===== config.mk =====
export PLATFORM = sky130hd
export DESIGN_NAME = stopwatch_ctrl
export DESIGN_NICKNAME = d
export VERILOG_FILES = /design/src/rtl/stopwatch_ctrl.sv
export SDC_FILE = /design/constraint.sdc
export NUM_CORES = 1
export LEC_CHECK = 0
export BUFFER_PORTS_ARGS = -buffer_cell sky130_fd_sc_hd__buf_4
export CORE_ASPECT_RATIO = 0.7
export CORE_UTILIZATION = 50
export CTS_CLUSTER_DIAMETER = 50
export DETAILED_ROUTE_END_ITERATION = 12
export MAX_ROUTING_LAYER = met4
export PLACE_DENSITY = 0.66
export SYNTH_ARGS = -nofsm -noshare
export SYNTH_HDL_FRONTEND = slang
export SYNTH_SLANG_ARGS = --single-unit

===== constraint.sdc =====
create_clock -name clock -period 2.38 [get_ports clock]
set_input_delay 0.238 -clock clock [delete_from_list [all_inputs] [get_ports clock]]
set_output_delay 0.238 -clock clock [all_outputs]
set_load 0.1 [all_outputs]

===== src/rtl/stopwatch_ctrl.sv =====
// stopwatch_ctrl: debounced key front end and run/pause/done FSM
// driving an external stopwatch counter (run, clear_n, finish).
module stopwatch_ctrl #(
    parameter int DEBOUNCE_CYCLES = 1000000
) (
    input  logic       clock,
    input  logic       reset,
    input  logic       key_start_n,
    input  logic       key_clear_n,
    input  logic       key_finish_n,
    output logic       run,
    output logic       clear_n,
    output logic       finish,
    output logic [1:0] state
);

    localparam int CW = $clog2(DEBOUNCE_CYCLES + 1);
    localparam logic [CW-1:0] LAST = CW'(DEBOUNCE_CYCLES - 1);

    typedef enum logic [1:0] {
        IDLE  = 2'd0,
        RUN   = 2'd1,
        PAUSE = 2'd2,
        DONE  = 2'd3
    } state_t;

    // key index: 0 start, 1 clear, 2 finish
    logic [2:0]    keys_n;
    logic [2:0]    sync1;
    logic [2:0]    sync2;
    logic [2:0]    deb;
    logic [2:0]    prev;
    logic [2:0]    armed;
    logic [2:0]    evt;
    logic [CW-1:0] cnt     [3];
    logic [CW-1:0] arm_cnt [3];

    state_t cur;
    state_t nxt;
    logic   clr_acc;

    assign keys_n = {key_finish_n, key_clear_n, key_start_n};
    assign state  = cur;

    // two-flop synchronizers, released (1) out of reset
    always_ff @(posedge clock) begin
        if (reset) begin
            sync1 <= '1;
            sync2 <= '1;
        end else begin
            sync1 <= keys_n;
            sync2 <= sync1;
        end
    end

    // debounce, press-edge detect; a key must be seen stably released
    // after reset before its presses are honoured
    always_ff @(posedge clock) begin
        if (reset) begin
            deb   <= '1;
            prev  <= '1;
            armed <= '0;
            evt   <= '0;
            for (int i = 0; i < 3; i++) begin
                cnt[i]     <= '0;
                arm_cnt[i] <= '0;
            end
        end else begin
            prev <= deb;
            evt  <= prev & ~deb & armed;
            for (int i = 0; i < 3; i++) begin
                if (sync2[i] == deb[i]) begin
                    cnt[i] <= '0;
                end else if (cnt[i] == LAST) begin
                    deb[i] <= sync2[i];
                    cnt[i] <= '0;
                end else begin
                    cnt[i] <= cnt[i] + 1'b1;
                end

                if (armed[i] || !(sync2[i] && deb[i])) begin
                    arm_cnt[i] <= '0;
                end else if (arm_cnt[i] == LAST) begin
                    armed[i]   <= 1'b1;
                    arm_cnt[i] <= '0;
                end else begin
                    arm_cnt[i] <= arm_cnt[i] + 1'b1;
                end
            end
        end
    end

    // next state with clear > finish > start priority
    always_comb begin
        nxt     = cur;
        clr_acc = 1'b0;
        if (evt[1]) begin
            nxt     = IDLE;
            clr_acc = 1'b1;
        end else if (evt[2]) begin
            nxt = DONE;
        end else if (evt[0]) begin
            unique case (cur)
                IDLE:    nxt = RUN;
                RUN:     nxt = PAUSE;
                PAUSE:   nxt = RUN;
                DONE:    nxt = DONE;
                default: nxt = IDLE;
            endcase
        end
    end

    // state and registered outputs; clear_n held low through reset
    always_ff @(posedge clock) begin
        if (reset) begin
            cur     <= IDLE;
            run     <= 1'b0;
            finish  <= 1'b0;
            clear_n <= 1'b0;
        end else begin
            cur     <= nxt;
            run     <= (nxt == RUN);
            finish  <= (nxt == DONE);
            clear_n <= ~clr_acc;
        end
    end

endmodule


**Yosys cells after proc, flatten, opt, wreduce, memory -nomap -nowiden**

Memories as Yosys holds them, arrays and structs flattened.
Cells that the tools add are included.

- Div/mod/pow operators: 0
- $add $sub $neg: 6
- $lt $le $gt $ge: 0
- Eq/ne operators: 14
- Multipliers: 0
- Muxes and demuxes: 91
- Bitwise logic cells: 28
- Reductions and logical operators: 17
- Shift operators: 0

Operators with widths:

| cell | count |
|---|---|
| $mux 20 | 18 |
| $add 20x1->20 const B | 6 |
| $eq 20x20->1 const B | 6 |
| $mux 1 | 69 |
| $or 1x1->1 | 18 |
| $reduce_and 2->1 | 6 |
| $not 1->1 | 7 |
| $and 3x3->3 | 2 |
| $eq 2x2->1 const B | 3 |
| $mux 2 | 3 |
| $pmux 2 s3 | 1 |
| $eq 2x1->1 const B | 2 |
| $eq 1x1->1 | 3 |
| $logic_and 1x1->1 | 3 |
| $logic_not 1->1 | 3 |
| $logic_or 1x1->1 | 3 |
| $not 3->3 | 1 |
| $logic_not 2->1 | 1 |
| $reduce_or 2->1 | 1 |

- Memory bits (read-only): 0
- Output and inout port bits: 5
- Memories kept: 2
- Register bits: 23
- Input port bits: 5
- Bits in latches: 0
- RAM bits: 120
- Word-level logic and storage cells: 172

Memories:

| name | depth | width | read ports | clocked after memory_dff | write ports | line | RTL |
|---|---|---|---|---|---|---|---|
| arm_cnt | 3 | 20 | 3 | 0 | 3 | 36 | `logic [CW-1:0] arm_cnt [3];` |
| cnt | 3 | 20 | 3 | 0 | 3 | 35 | `logic [CW-1:0] cnt [3];` |

**Depth between registers and ports, before layout**

- Word-level depth: 9
- Gate-level depth with buffers: 7
- Gate-level depth less buffers: 5

**Worst setup path before layout**

No wires, ideal clock.

- Path type: register -> register
- From: memory cnt[0][12] (netlist name)
- To: memory cnt[0][10] (netlist name), data pin
- Cell stages (with the launch flop): 6
- Slack: 0.207 ns
- Path buffers: 1
- Required time: 2.123 ns
- Arrival time: 1.917 ns
- Setup time: 0.257 ns
- Period minus slack after synthesis: 2.173 ns
- Cells stage by stage: edfxtp_1 > or4b_1 > or4_1 > o211ai_1 > buf_2 > nor2_1

RTL lines:

| item | line |
|---|---|
| start, declared | 35 |

==> summary by stage <==
CTS
In this run the deepest clock path goes through 2 buffers. After clock tree synthesis, the setup repair step added 0 buffers. The H-tree level count is 4. In this run the clock root is driven by a clkbuf_16.

The total CTS buffers is 17. The clock transition at the register clock pins on the worst setup and hold paths after CTS is 0.06 ns. The clock latency on the worst-skew pair is 0.42 ns. The sink count of the clock tree is 143. The CTS tree is yes.

Critical path
The critical path goes through or4_1 -> or4_1 -> o211ai_2 -> buf_4 -> nor2_1. The family with the most delay on the worst path is simple AND/OR/NAND/NOR gates. The startpoint identified for the worst register-to-register timing path is cnt[1][15].

STA classifies the critical path startpoint as a flip-flop. The number of buffers and inverters on the critical path is 1. The slowest stage of the critical path belongs to the cell or4_1. The setup slack of the worst register-to-register path is 0.12 ns.

The most numerous cell type found on the critical path is or4_1. The required time of the critical path is 2.55 ns. The worst register-to-register path ends at cnt[1][9]. The largest single stage delay on the critical path is 0.59 ns. For the worst flop-to-flop path, the logic depth is 5. The critical path endpoint category is a flip-flop. The maximum fanout encountered on the critical timing path is 10. The worst setup path is of the reg2reg kind. The data arrival time of the worst path is 2.43 ns.

Logic synthesis
For this run, the number of Yosys warnings is 0. The number of standard cells after synthesis is 712. The fraction of registers with async set/reset is 0%. The number of flops mapped to enable cells by yosys is 120. Among all flip-flop cells after synthesis, the most frequent one is edfxtp_1. The flop and latch count out of synthesis is 143. The fraction of the yosys area taken by sequential cells is 54.8%. Each instance of the synthesized netlist takes up on average 10.4 um2. The mapped netlist covers 0.00742 mm2. The number of different library cells used by synthesis comes to 50.

Hold path
The tightest min-delay check is of the in2reg type. The worst hold path terminates at armed[2]. The number of cells traversed by the worst hold path is 2. The worst hold path begins at reset.

Pwr
The worst-case IR drop observed on VDD is 0.482 mV. For this design the ratio of total power to cell area is 634 mW/mm2. In this run the static leakage power is 3.09 nW.

Place
Including well taps, the total number of placed cells is 1037. The count of buffers from port buffering is 9. In this run the cell area measured after placement is 0.00830 mm2. The congestion estimate from routability-driven global placement came to 0.843. The detailed placer's ending HPWL is 10100 um. Before CTS, the worst setup slack after placement is 0.0989 ns.

Cells and area
The final standard cell count with taps included and fillers excluded is 1072. The cell area after layout is 0.00884 mm2. The core utilization of the finished layout is 62.3%.

The top cell types in the final layout, fill and taps aside, are edfxtp_1 (120), conb_1 (120), nor2_1 (117). The count of fill cells added during filler insertion is 1184. The area overhead of the layout relative to synthesis is 19.1%.

The number of antenna diodes in the final layout is 0. At the end of the flow, the number of nets in the layout was 883. Cells with a size suffix above 1 make up 10.1% of the layout.

Floorplan
The full die area is 0.0153 mm2. For this design the top-level I/O count stands at 10. The standard cell core area is 0.0142 mm2. From bottom edge to top edge, the die measures 104 um. The floorplan has 36 rows.

The width of the die is 148 um. For this configuration, the core starts out at a cell density of 52.3%.

Route
After detailed routing, the total wire length is 14000 um. The remaining routing DRC violations is 0. Dividing the detail-routed wire length by the instance count gives 13.1 um. The number of DRC markers in iteration 0 is 298. Summing over every cut layer, the via total after detailed routing is 5557.

The residual antenna-violating net count after detailed routing is 0. The number of iterations in the first detailed-routing pass is 5. In the routed layout, each cell is associated on average with a via count of 5.18.

Timing
After routing, the total negative slack on setup checks comes to 0 ns. The worst clock skew is 0.00950 ns. Setup repair after global routing left no endpoint under its margin. After layout, the worst path uses 94.9% of the clock period. Setup violations remaining at the end of the flow were counted as 0. The actual transition at the worst max-transition pin is 0.608 ns. The final setup slack of the worst path is 0.123 ns. The smallest clock period supported by the final layout is computed as 2.26 ns. In this run the tightest slew margin relative to its limit is 59.1%. The count of endpoints failing hold in the final timing report was 0. The final max-slew violation count is 0.

Based on the critical path, the design can be clocked at up to 443 MHz.

Global routing
The largest net degree at the start of global routing is 21. Global routing consumed, over all layers together, 20.2% of the routing resources. The wire length of the first global-routing pass is 23900 um. The total overflow left after global routing is 0. The number of antenna violations at the first check in global routing is 0. The number of global-route vias before repair is 5168.

Flow run
The number of max-cap violations is 0.

Outcome
The run finished with clean final reports.
## worst max path at each step
stage	startpoint	endpoint	depth (start not counted)
5_1_grt	cnt[0][15]	cnt[0][9]	5
3_3_place_gp	cnt[0][15]	cnt[0][10]	5
3_5_place_dp	cnt[0][15]	cnt[0][5]	5
6_report	cnt[1][15]	cnt[1][9]	5
4_1_cts	cnt[2][13]	cnt[2][19]	5
2_1_floorplan	cnt[0][12]	cnt[0][10]	5
## flip-flops by register name, indices dropped and copies added, names as in the netlist, 2 cells and up
register  flops
armed         3
evt           3
sync2         3
prev          3
cnt          60
arm_cnt      60
deb           3
state         2
sync1         3
## through the flow
step	hold slack [ns]	total power (W)
2_1_floorplan	0.342	0.00322
3_3_place_gp	0.403	0.00331
3_5_place_dp	0.404	0.00333
4_1_cts	0.123	0.00565
5_1_grt	0.141	0.00582
6_report	0.133	0.00560
## cells in the mapped netlist, types with 2 or more instances
cell        n  area [um2]
a21o_1      3        22.5
a21oi_1    30         150
a31o_2      3        26.3
a31oi_1     2        12.5
and2_1      2        12.5
and3_1      7        43.8
and4_1      6        52.6
buf_2       8        40.0
clkbuf_1   11        41.3
dfxtp_1    23         460
edfxtp_1  120        3600
ha_1        9         113
inv_1      30         113
nand2_1    36         135
nand3_1    43         215
nand3b_1    3        22.5
nand4_1    30         188
nand4b_1    4        35.0
nor2_1    117         439
nor3_1     20         100
nor3b_1     2        15.0
nor4_1     23         144
nor4b_1     4        35.0
o211ai_1    2        15.0
o21a_1      3        22.5
o21ai_0    18        90.1
o31ai_1     7        52.6
or2_2      12        75.1
or3_1      16         100
or3b_2      2        17.5
or4_1      16         120
or4b_1      2        20.0
or4b_2      2        20.0
or4bb_1     2        22.5
xnor2_1    61         534
xor2_1     19         166
## layer usage
metal	global-route usage [%]	vias to the layer above	part of all wire [%]
met5	-	-	0
met4	8.69	0	1.8
met3	4.21	19	3.8
met2	29.4	94	44
met1	27.3	2615	51
li1	-	2829	-
## logic make-up (layout without fill, tap and decap cells)
family,Yosys count,after routing,synth area share (%)
multiplexers,1,1,0.135
flip-flops,143,143,54.8
AO/OA/AOI/OAI,74,74,6.05
adder cells (fa/ha/maj),9,9,1.52
AND/OR/NAND/NOR,354,354,25.3
other,1,120,0.0505
buffers and inverters,50,101,2.77
XOR/XNOR,80,80,9.44
## final cells by class
cell class	count	area, um2	area share, %
multi-input combinational	638	3610	40.8
clock inverter	8	42.5	0.481
inverter	30	113	1.27
tap	190	238	2.69
timing repair buffer	39	313	3.54
sequential	143	4060	46.0
clock buffer	24	462	5.22
## where the power goes
group	leakage [nW]	switching (W)	internal (W)	total [W]
combinational	1.42	0.000183	0.000135	0.000318
clock	0.251	0.000970	0.00134	0.00231
sequential	1.42	0.000125	0.00285	0.00297
## timing repair
item / in CTS / in global routing
hold buffers: 3 / 0
hold endpoints to repair: 3 / 0
gates resized for setup: 0 / 2
setup endpoints to repair: 0 / 22
No activity file was read; power rests on OpenSTA's default activity.
